$ cat src/rtl/axis_frame_arb_if.sv
// AXI4-Stream video link: one pixel per beat, tuser marks start-of-frame,
// tlast marks end-of-line.
//   tdata  : pixel (DATA_WIDTH bits)
//   tvalid : beat valid, driven by the master
//   tready : beat accepted, driven by the slave
//   tuser  : start-of-frame marker
//   tlast  : end-of-line marker
interface axis_frame_arb_if #(
  parameter int DATA_WIDTH = 24
);
  logic [DATA_WIDTH-1:0] tdata;
  logic                  tvalid;
  logic                  tready;
  logic                  tuser;
  logic                  tlast;

  modport master (output tdata, output tvalid, output tuser, output tlast, input tready);
  modport slave  (input tdata, input tvalid, input tuser, input tlast, output tready);
endinterface

$ cat src/rtl/axis_frame_arb.sv
// Frame-granular round-robin arbiter sharing one colour-conversion core
// between two AXI4-Stream video sources. A source is granted only on its
// start-of-frame beat and keeps the grant until the last line of the frame.
//   clk_in, reset     : clock, async active-low reset
//   enable            : allow new grants (sampled in IDLE only)
//   s0, s1            : source streams (slave side)
//   m                 : stream towards the core (master side)
//   grant_id          : source currently / last granted
//   busy              : a frame is being forwarded
//   frame_done        : one-cycle pulse after a frame's last line
//   sof_err           : one-cycle pulse on a mid-frame start-of-frame
//   frame_cnt         : completed frames, wrapping
//
// state     | meaning
// ----------+------------------------------------------------------------
// ST_IDLE   | drop pre-SOF fragments, pick the next requester
// ST_ACTIVE | zero-latency pass-through of the granted source
module axis_frame_arb #(
  parameter int DATA_WIDTH      = 24,
  parameter int LINES_PER_FRAME = 1080,
  parameter int LINE_CNT_W      = 12
) (
  input  logic        clk_in,
  input  logic        reset,
  input  logic        enable,
  axis_frame_arb_if.slave  s0,
  axis_frame_arb_if.slave  s1,
  axis_frame_arb_if.master m,
  output logic        grant_id,
  output logic        busy,
  output logic        frame_done,
  output logic        sof_err,
  output logic [15:0] frame_cnt
);

  localparam logic [0:0] ST_IDLE   = 1'b0;
  localparam logic [0:0] ST_ACTIVE = 1'b1;
  localparam logic [LINE_CNT_W-1:0] LAST_LINE = LINE_CNT_W'(LINES_PER_FRAME - 1);

  logic [0:0]            state_q, state_d;
  logic [LINE_CNT_W-1:0] line_cnt_q, line_cnt_d;
  logic                  grant_q, grant_d;
  logic                  first_q, first_d;
  logic                  frame_done_q, frame_done_d;
  logic                  sof_err_q, sof_err_d;
  logic [15:0]           frame_cnt_q, frame_cnt_d;

  logic req0, req1;

  assign req0 = s0.tvalid & s0.tuser;
  assign req1 = s1.tvalid & s1.tuser;

  always_comb begin
    state_d      = state_q;
    line_cnt_d   = line_cnt_q;
    grant_d      = grant_q;
    first_d      = first_q;
    frame_done_d = 1'b0;
    sof_err_d    = 1'b0;
    frame_cnt_d  = frame_cnt_q;
    s0.tready    = 1'b0;
    s1.tready    = 1'b0;
    m.tvalid     = 1'b0;
    m.tdata      = '0;
    m.tuser      = 1'b0;
    m.tlast      = 1'b0;

    case (state_q)
      ST_IDLE: begin
        // Beats before a start-of-frame are accepted and thrown away so a
        // source joining mid-frame cannot stall; SOF beats are held.
        s0.tready = s0.tvalid & ~s0.tuser;
        s1.tready = s1.tvalid & ~s1.tuser;
        if (enable && (req0 || req1)) begin
          state_d    = ST_ACTIVE;
          grant_d    = (req0 && req1) ? ~grant_q : req1;
          line_cnt_d = '0;
          first_d    = 1'b1;
        end
      end

      ST_ACTIVE: begin
        if (grant_q) begin
          m.tdata   = s1.tdata;
          m.tvalid  = s1.tvalid;
          m.tuser   = s1.tuser;
          m.tlast   = s1.tlast;
          s1.tready = m.tready;
        end else begin
          m.tdata   = s0.tdata;
          m.tvalid  = s0.tvalid;
          m.tuser   = s0.tuser;
          m.tlast   = s0.tlast;
          s0.tready = m.tready;
        end

        if (m.tvalid && m.tready) begin
          first_d = 1'b0;
          // A repeated SOF restarts the frame and wins over a coincident
          // frame-closing tlast.
          if (m.tuser && !first_q) begin
            sof_err_d  = 1'b1;
            line_cnt_d = '0;
          end else if (m.tlast) begin
            if (line_cnt_q == LAST_LINE) begin
              frame_done_d = 1'b1;
              frame_cnt_d  = frame_cnt_q + 16'd1;
              line_cnt_d   = '0;
              state_d      = ST_IDLE;
            end else begin
              line_cnt_d = line_cnt_q + 1'b1;
            end
          end
        end
      end

      default: state_d = ST_IDLE;
    endcase

    // No handshakes at all while reset is held.
    if (!reset) begin
      s0.tready = 1'b0;
      s1.tready = 1'b0;
      m.tvalid  = 1'b0;
    end
  end

  always_ff @(posedge clk_in or negedge reset) begin
    if (!reset) begin
      state_q      <= ST_IDLE;
      line_cnt_q   <= '0;
      grant_q      <= 1'b1;
      first_q      <= 1'b0;
      frame_done_q <= 1'b0;
      sof_err_q    <= 1'b0;
      frame_cnt_q  <= '0;
    end else begin
      state_q      <= state_d;
      line_cnt_q   <= line_cnt_d;
      grant_q      <= grant_d;
      first_q      <= first_d;
      frame_done_q <= frame_done_d;
      sof_err_q    <= sof_err_d;
      frame_cnt_q  <= frame_cnt_d;
    end
  end

  assign grant_id   = grant_q;
  assign busy       = (state_q == ST_ACTIVE);
  assign frame_done = frame_done_q;
  assign sof_err    = sof_err_q;
  assign frame_cnt  = frame_cnt_q;

endmodule
$ cat src/flat_wrapper.sv
// flat-port wrapper written by rule: the top's interface ports become plain ports
module axis_frame_arb_flat 
#(
  parameter int DATA_WIDTH      = 24,
  parameter int LINES_PER_FRAME = 1080,
  parameter int LINE_CNT_W      = 12
)
  (clk_in, reset, enable, grant_id, busy, frame_done, sof_err, frame_cnt, s0_tdata, s0_tvalid, s0_tuser, s0_tlast, s0_tready, s1_tdata, s1_tvalid, s1_tuser, s1_tlast, s1_tready, m_tdata, m_tvalid, m_tuser, m_tlast, m_tready);
  axis_frame_arb_if #(.DATA_WIDTH(DATA_WIDTH)) s0_i ();
  axis_frame_arb_if #(.DATA_WIDTH(DATA_WIDTH)) s1_i ();
  axis_frame_arb_if #(.DATA_WIDTH(DATA_WIDTH)) m_i ();
  input  logic clk_in;
  input  logic reset;
  input  logic enable;
  output logic grant_id;
  output logic busy;
  output logic frame_done;
  output logic sof_err;
  output logic [15:0] frame_cnt;
  input wire logic [$bits(s0_i.tdata)-1:0] s0_tdata;
  input wire logic [$bits(s0_i.tvalid)-1:0] s0_tvalid;
  input wire logic [$bits(s0_i.tuser)-1:0] s0_tuser;
  input wire logic [$bits(s0_i.tlast)-1:0] s0_tlast;
  output wire logic [$bits(s0_i.tready)-1:0] s0_tready;
  input wire logic [$bits(s1_i.tdata)-1:0] s1_tdata;
  input wire logic [$bits(s1_i.tvalid)-1:0] s1_tvalid;
  input wire logic [$bits(s1_i.tuser)-1:0] s1_tuser;
  input wire logic [$bits(s1_i.tlast)-1:0] s1_tlast;
  output wire logic [$bits(s1_i.tready)-1:0] s1_tready;
  output wire logic [$bits(m_i.tdata)-1:0] m_tdata;
  output wire logic [$bits(m_i.tvalid)-1:0] m_tvalid;
  output wire logic [$bits(m_i.tuser)-1:0] m_tuser;
  output wire logic [$bits(m_i.tlast)-1:0] m_tlast;
  input wire logic [$bits(m_i.tready)-1:0] m_tready;
  assign s0_i.tdata = s0_tdata;
  assign s0_i.tvalid = s0_tvalid;
  assign s0_i.tuser = s0_tuser;
  assign s0_i.tlast = s0_tlast;
  assign s0_tready = s0_i.tready;
  assign s1_i.tdata = s1_tdata;
  assign s1_i.tvalid = s1_tvalid;
  assign s1_i.tuser = s1_tuser;
  assign s1_i.tlast = s1_tlast;
  assign s1_tready = s1_i.tready;
  assign m_tdata = m_i.tdata;
  assign m_tvalid = m_i.tvalid;
  assign m_tuser = m_i.tuser;
  assign m_tlast = m_i.tlast;
  assign m_i.tready = m_tready;
  axis_frame_arb #(.DATA_WIDTH(DATA_WIDTH), .LINES_PER_FRAME(LINES_PER_FRAME), .LINE_CNT_W(LINE_CNT_W)) u_core (.clk_in(clk_in), .reset(reset), .enable(enable), .s0(s0_i), .s1(s1_i), .m(m_i), .grant_id(grant_id), .busy(busy), .frame_done(frame_done), .sof_err(sof_err), .frame_cnt(frame_cnt));
endmodule
$ cat config.mk
export PLATFORM = sky130hd
export DESIGN_NAME = axis_frame_arb_flat
export DESIGN_NICKNAME = d
export VERILOG_FILES = /design/src/rtl/axis_frame_arb_if.sv /design/src/rtl/axis_frame_arb.sv /design/src/flat_wrapper.sv
export SDC_FILE = /design/constraint.sdc
export NUM_CORES = 1
export LEC_CHECK = 0
export ABC_AREA = 1
export CAP_MARGIN = 30
export CELL_PAD_IN_SITES_DETAIL_PLACEMENT = 1
export CELL_PAD_IN_SITES_GLOBAL_PLACEMENT = 2
export CORE_UTILIZATION = 24
export CTS_BUF_LIST = sky130_fd_sc_hd__clkbuf_8
export CTS_CLUSTER_SIZE = 25
export DETAILED_ROUTE_END_ITERATION = 8
export GPL_TIMING_DRIVEN = 1
export MAX_ROUTING_LAYER = met4
export PLACE_DENSITY = 0.95
export SKIP_LAST_GASP = 1
export SLEW_MARGIN = 10
export SYNTH_ARGS = -nofsm -noshare
export SYNTH_HDL_FRONTEND = slang
export SYNTH_SLANG_ARGS = --single-unit
$ cat constraint.sdc
create_clock -name clk_in -period 2.65 [get_ports clk_in]
set_clock_uncertainty 0.1 [all_clocks]
set_input_delay 0.3975 -clock clk_in [delete_from_list [all_inputs] [get_ports clk_in]]
set_output_delay 0.3975 -clock clk_in [all_outputs]
set_load 0.02 [all_outputs]
* Yosys cells after proc, flatten, opt, wreduce, memory -nomap -nowiden
Cells that the tools add are included.
** Operators by class
- Add/subtract/negate cells :: 2
- Eq/ne operators :: 4
- Multiplexer cells :: 42
- Bitwise operators :: 9
- Reduce and logical (&&, ||, !) cells :: 10
** Operators by type and width (count)
- $mux W12 :: 5
- $mux W24 :: 2
- $mux W1 :: 30
- $pmux W12 S2 :: 1
- $add A16 B1 Y16 const B :: 1
- $add A12 B1 Y12 const B :: 1
- $eq A12 B11 Y1 const B :: 1
- $pmux W1 S2 :: 4
- $not A1 Y1 :: 5
- $reduce_and A5 Y1 :: 1
- $and A1 B1 Y1 :: 4
- $logic_and A1 B1 Y1 :: 4
- $reduce_and A2 Y1 :: 2
- $ne A3 B3 Y1 const B :: 1
- $reduce_and A3 Y1 :: 1
- $ne A2 B1 Y1 const B :: 1
- $ne A2 B2 Y1 const B :: 1
- $logic_not A1 Y1 :: 1
- $logic_or A1 B1 Y1 :: 1
** Word-level totals
- Register bits after elaboration :: 33
- Input port bits :: 58
- Output and inout port bits :: 49
- Word-level logic and storage cells :: 74

* Logic depth before layout (Yosys ltp)
Gate-level depths: netlist of run 1.
- Word-level depth :: 6
- Gate-level depth with buffers :: 10
- Mapped depth without buffers :: 10

* Least setup slack after synthesis of run 1
Ideal clock, no wire load.
- Kind :: register -> output
- Start :: register u_core.grant_q, in the netlist u_core.grant_id
- End :: output port m_tdata[15]
- Arrival :: 1.415 ns
- Data required time :: 2.152 ns
- Setup slack :: 0.738 ns
- Stages on the path, launching flop included :: 5
- Path buffers :: 2
- Cells stage by stage :: dfstp_2 buf_4 clkbuf_1 o21ai_0 nor2_1
** Between the ends
- Longest elaborated chain between the ends :: 2
** Ends and longest elaborated chain
- from (decl) :: line axis_frame_arb.sv:42 : logic grant_q, grant_d;
- from (signal assigned) :: line axis_frame_arb.sv:140 : grant_q <= grant_d;
- $mux W24 :: line axis_frame_arb.sv:83 : if (grant_q) begin
- $mux W24 :: line axis_frame_arb.sv:68 : case (state_q)
- to (decl) :: line flat_wrapper.sv:30 : output wire logic [$bits(m_i.tdata)-1:0] m_tdata;
Every way passes these cells.

* Worst setup path in the final report of run 1
- Start :: register u_core.grant_q, in the netlist u_core.grant_id
- End :: output port m_tdata[7]
Same word-level chain as after synthesis.

==> results.cfg, run 1 <==
[placed_design]
post_dp_cell_area_mm2 = 0.00377
port_buffers = 106
finalWeightedCongestion = 0.819
place_worst_setup_slack_ns = 0.137
dp_hpwl_um = 7020

[drt]
wire_per_inst_um = 13.8
drt_iter0_markers = 111
wl_um = 8940
drc = 0
viasPerCell = 4.66
drt.antenna.violating_nets = 0
vias = 3021
drtPass1Iterations = 4

[status]
status = finished clean

[global_routing]
first_global_vias = 3193
grtUsageTotal_pct = 17.3
antenna_found_initial = 0
grt_max_degree = 34
grt_overflow_total = 0
grt_pass1_wl_um = 15000

[critical_path]
crit_path_max_incr_delay_ns = 0.65
reg2reg_slack_ns = 0.72
r2r-end = u_core.line_cnt_q[6]
start_kind = flop
crit_fanout = 15
reg2reg_depth = 9
critPathKind = flop to output port
end_kind = output port
critical_path.slowest_cell = dfstp_2
worst_ep_arrival_time_ns = 2.01
crit_chain = inv_4 > buf_4 > nor2_1 > nor2_1 > clkdlybuf4s50_1
r2r-start = u_core.busy
crit_required_ns = 2.15
worst_path_most_repeated_cell = nor2_1

[hold_path]
whs_endpoint = u_core.frame_cnt[0]
hold_depth = 1
hold_start = u_core.frame_cnt[0]
hold_path.class = flop to flop

[floorplan]
die_y_um = 105
initial_utilization_pct = 24.7
die_w_um = 105
rows = 37
core-area_mm2 = 0.0103
top_level_ports = 107
die_area_mm2 = 0.0110

[timing]
worst_pin_slew_ns = 0.441
fmax_ghz = 0.399
final-setup-viol-count = 0
finalMaxSlewViolations = 0
rsz0062_at_grt = no
post-route-period-util_pct = 94.5
fin_setup_tns_ns = 0
hold_violations = 0
fin_crit_ns = 2.51
slew_headroom_pct = 70.6
worst_slack_ns = 0.145

[finish]
multi_input_comb_area_mm2 = 0.00148
filler_cell_count = 1353
diodes = 0
mostFrequentLayoutCell = nand2_1
drive_above_1_share_pct = 8.59
ff_latch_area_um2 = 828
nets = 571
final_util_pct = 37.6
fin_area_mm2 = 0.00387
area_growth_pct = 52.2
final_cell_mix = nand2_1, clkdlybuf4s50_1, nor2_1

[clocking]
clock_latency_ns = 0.30
cts-buffers-inserted = 5
path_clk_slew_ns = 0.08
htreeDepth = 2
cts_buffer_depth = 2
cts_tree = built
root_buffer = clkbuf_8
cts_sinks = 33

[run]
cap_violations = 0

[synthesis]
syn_area_mm2 = 0.00254
synth.avg_cell_area_um2 = 6.29
synth.area.top_cells = dfrtp_1, nand2_1, nor2_1
yosys_warnings = 0
synth_top_area_share_pct = 31.5
synth_top_cell_by_area = dfrtp_1
syn_inst = 404
ys_seq_area_share_pct = 32.6
synth_fp_nets = 464
synth_cell_types = 30
synth-seq-cells = 33

[pwr]
p_clk_share_pct = 25.9
p_per_area_mw_per_mm2 = 401
power.internal_mw = 0.988
power_frac_comb_pct = 37.5
leakage_nw = 1.78
netSwitchingPower_mw = 0.561
switching_share_pct = 36.2
totalPowerFinal_mw = 1.55
pwr-share-seq_pct = 36.5
peakVddDrop_mv = 0.148
metrics by stage:
stage / hold WS [ns] / cells
5_1_grt: 0.484 / 648
6_report: 0.437 / 648
3_5_place_dp: 0.433 / 640
2_1_floorplan: 0.00191 / 404
4_1_cts: 0.449 / 648
3_3_place_gp: 0.418 / 640
cells in the mapped netlist:
cell      instances
nor3_1            3
nand2_2           7
nor2_4            4
inv_2             8
nand2_1         112
nand4_1          13
nand3b_4          1
buf_6             2
nor2_1           86
buf_2             5
o21ai_1           3
ha_1              2
nor2_2            1
o21ai_2           1
buf_4             2
clkbuf_1          5
dfstp_2           1
dfrtp_1          32
inv_1            31
xor2_1            4
a21boi_0          1
o31ai_1           1
xnor2_1           5
nand2_4           1
o21ai_0          27
a21oi_1           3
buf_1             1
nand3_2           2
nand3b_1          1
nand3_1          39
power by group through the flow:
stage | combinational (mW) | clock, mW | sequential [mW]
floorplan | 0.298 | 0 | 0.563
global placement | 0.579 | 0 | 0.572
detailed placement | 0.587 | 0 | 0.575
CTS | 0.591 | 0.416 | 0.566
global route | 0.634 | 0.439 | 0.573
finish | 0.581 | 0.402 | 0.566
worst max-delay path: cells and delay by family, from the launching register on:
| family | cells | cell delay (ns) |
|---|---|---|
| simple gates | 2 | 0.19 |
| flops | 1 | 0.65 |
| buf+inv | 3 | 0.85 |
logic make-up after synthesis:
family,Yosys count,share of synthesized area [%]
AOI/OAI and AO/OA,36,7.44
xor gates and xnor gates,9,3.10
adders and majority gates,2,0.985
buffers and inverters,54,9.11
DFF,33,32.6
and+or+nand+nor,270,46.8
sequential cells by signal, summed over array words and instances (netlist names):
name               cells
u_core.first_q         1
u_core.busy            1
u_core.frame_done      1
u_core.frame_cnt      16
u_core.sof_err         1
u_core.grant_id        1
u_core.line_cnt_q     12
per-layer routing:
layer	up-vias	GRT usage, %	routed length (µm)
li1	1491	-	-
met2	96	30.3	4420
met4	0	4.33	93
met1	1424	20.3	3870
met3	10	3.49	546
met5	-	-	0
cell type report:
type / count / share of cell area, %
Timing Repair Buffer: 115 / 29.6
Inverter: 39 / 3.85
Sequential cell: 33 / 21.4
Clock inverter: 3 / 0.583
Multi-Input combinational cell: 317 / 38.3
Clock buffer: 5 / 1.78
Tap cell: 136 / 4.40
repair_timing:
item | CTS | global route
endpoints found under the hold margin | 0 | 0
endpoints found under the setup margin | 0 | 4
resized for setup | 0 | 5
hold buffers | 0 | 0
setup buffers | 0 | 0
worst max-delay path by stage:
| stage | from | endpoint | slack [ns] | cells after the start |
|---|---|---|---|---|
| after floorplan | u_core.grant_id | m_tdata[15] | 0.74 | 4 |
| after global placement | reset | s1_tready | 0.13 | 5 |
| after detailed placement | reset | s1_tready | 0.14 | 5 |
| after CTS | u_core.grant_id | m_tdata[13] | 0.04 | 4 |
| after global routing | u_core.grant_id | m_tuser | 0.03 | 5 |
| final | u_core.grant_id | m_tdata[7] | 0.14 | 5 |
No activity file was read; power rests on OpenSTA's default activity.
==> run 2: changes to the inputs <==
--- a/config.mk
+++ b/config.mk
@@ -9,13 +9,13 @@
 export CAP_MARGIN = 30
 export CELL_PAD_IN_SITES_DETAIL_PLACEMENT = 1
 export CELL_PAD_IN_SITES_GLOBAL_PLACEMENT = 2
-export CORE_UTILIZATION = 24
+export CORE_UTILIZATION = 20
 export CTS_BUF_LIST = sky130_fd_sc_hd__clkbuf_8
 export CTS_CLUSTER_SIZE = 25
 export DETAILED_ROUTE_END_ITERATION = 8
 export GPL_TIMING_DRIVEN = 1
 export MAX_ROUTING_LAYER = met4
-export PLACE_DENSITY = 0.95
+export PLACE_DENSITY = 0.9
 export SKIP_LAST_GASP = 1
 export SLEW_MARGIN = 10
 export SYNTH_ARGS = -nofsm -noshare
==> constraint.sdc (replaced) <==
create_clock -name clk_in -period 2 [get_ports clk_in]
set_clock_uncertainty 0.1 [all_clocks]
set_input_delay 0.3 -clock clk_in [delete_from_list [all_inputs] [get_ports clk_in]]
set_output_delay 0.3 -clock clk_in [all_outputs]
set_load 0.02 [all_outputs]
==> run 2 against run 1 <==
Against the previous run: non-clock buffer count is 20 higher; critical endpoint is now m_tdata[0]; count of clock-buffer cells in the layout grew 1; hold slack got worse by 0.38 ns; flip-flop and latch count unchanged; design area grew 1.9%; global-route usage fell by 2.1 points; sequential share of layout area fell by 0.43 points; via count rose by 3.0%; clock power is 66% higher.
==> results.cfg, run 2 (synthesized netlist as in run 1, its figures left out) <==
[pwr]
leakage_nw = 1.90
totalPowerFinal_mw = 2.16
peakVddDrop_mv = 0.233
p_per_area_mw_per_mm2 = 549

[finish]
nets = 591
diodes = 0
ff_latch_area_um2 = 827
multi_input_comb_area_mm2 = 0.00149
final_cell_mix = nand2_1, nor2_1, clkdlybuf4s50_1
drive_above_1_share_pct = 16.9
largest_reg_flops = 16
area_growth_pct = 55.1
finalNonFillerCells = 700
fin_area_mm2 = 0.00394
final_util_pct = 32.3
mostFrequentLayoutCell = nand2_1
filler_cell_count = 1605

[status]
status = finished clean

[floorplan]
core-area_mm2 = 0.0122
top_level_ports = 107
initial_utilization_pct = 20.8
die_area_mm2 = 0.0132
die_w_um = 115
rows = 40
die_y_um = 115

[placed_design]
place_worst_setup_slack_ns = -0.205
dp_cells = 687
finalWeightedCongestion = 0.791
dp_hpwl_um = 7410
post_dp_cell_area_mm2 = 0.00390
port_buffers = 106

[timing]
post-route-period-util_pct = 98.2
rsz0062_at_grt = yes
whs_ns = 0.0588
final-setup-viol-count = 0
slew_headroom_pct = 70.9
fin_crit_ns = 1.96
worst_pin_slew_ns = 0.437
fmax_ghz = 0.509
worst_slack_ns = 0.0352
hold_violations = 0
fin_setup_tns_ns = 0
finalMaxSlewViolations = 0

[critical_path]
crit_fanout = 6
crit_required_ns = 1.60
worst_ep_arrival_time_ns = 1.56
critPathKind = flop to output port
start_kind = flop
end_kind = output port

[clocking]
htreeDepth = 2
cts_buffer_depth = 2
cts_sinks = 33
path_clk_slew_ns = 0.07
cts-buffers-inserted = 5
root_buffer = clkbuf_8
clock_latency_ns = 0.29
cts_tree = built

[run]
cap_violations = 0

[global_routing]
grtUsageTotal_pct = 15.3
grt_pass1_wl_um = 15700
grt_max_degree = 32
antenna_found_initial = 0
grt_overflow_total = 0
first_global_vias = 3246

[drt]
vias = 3113
wl_um = 9350
drt_iter0_markers = 100
drc = 0
drtPass1Iterations = 5
drt.antenna.violating_nets = 0
wire_per_inst_um = 13.4
viasPerCell = 4.45

[hold_path]
hold_path.class = input port to async pin
[run 2: cell count changes in the layout (fill, tap and decap cells not counted), moves of 4 or more]
cell / change
buf_2: +24
clkdlybuf4s50_1: -30
clkbuf_2: +4
buf_4: +17
[run 2: report_power, final]
part | internal [mW] | leakage (nW) | switching [mW]
clock | 0.401 | 0.0626 | 0.266
combinational | 0.326 | 1.39 | 0.419
sequential | 0.703 | 0.450 | 0.0451
[run 2: path summary, 6_finish.rpt]
| path | from | to | slack [ns] | cells after the start |
|---|---|---|---|---|
| max | u_core.grant_id | m_tdata[0] | 0.04 | 5 |
| min | reset | u_core.line_cnt_q[7] | 0.06 | 2 |
| max reg2reg | u_core.grant_id | u_core.frame_cnt[8] | 0.12 | 9 |
| min reg2reg | u_core.frame_cnt[0] | u_core.frame_cnt[0] | 0.44 | 1 |
| max in group asynchronous | reset | u_core.first_q | 1.24 | 3 |
| min in group clk_in | u_core.frame_cnt[0] | u_core.frame_cnt[0] | 0.44 | 1 |
[run 2: area by class of cell]
type,instances,share of cell area [%]
Multi-Input combinational cell,317,37.7
Clock inverter,2,0.858
Sequential cell,33,21.0
Timing Repair Buffer,135,29.2
Clock buffer,6,2.10
Inverter,39,3.78
Tap cell,168,5.34
[run 2: layer usage]
layer,global-route usage [%],wire length (µm)
met4,2.86,51
met1,18.8,4190
met2,25.9,4640
met5,-,0
met3,3.07,470
[run 2: what timing repair did]
action	4_1_cts	5_1_grt
resized for setup	83	33
setup endpoints to repair	31	30
buffers inserted	1	2
hold endpoints to repair	1	0
cloned	0	1
pin swaps	1	0
hold buffers	1	0
[run 2: critical path, cell delays in order (launching register included)]
cell and delay, ns:
dfstp_2 0.62, buf_4 0.15, buf_4 0.13, o21ai_0 0.09, nor2_1 0.10, clkbuf_2 0.19
==> run 3: changes to the inputs <==
--- a/config.mk
+++ b/config.mk
@@ -11,6 +11,7 @@
 export CELL_PAD_IN_SITES_GLOBAL_PLACEMENT = 2
 export CORE_UTILIZATION = 20
 export CTS_BUF_LIST = sky130_fd_sc_hd__clkbuf_8
+export CTS_CLUSTER_DIAMETER = 120
 export CTS_CLUSTER_SIZE = 25
 export DETAILED_ROUTE_END_ITERATION = 8
 export GPL_TIMING_DRIVEN = 1
==> results of run 3 <==
The final DEF is identical to that of run 2; final timing and power are the same.
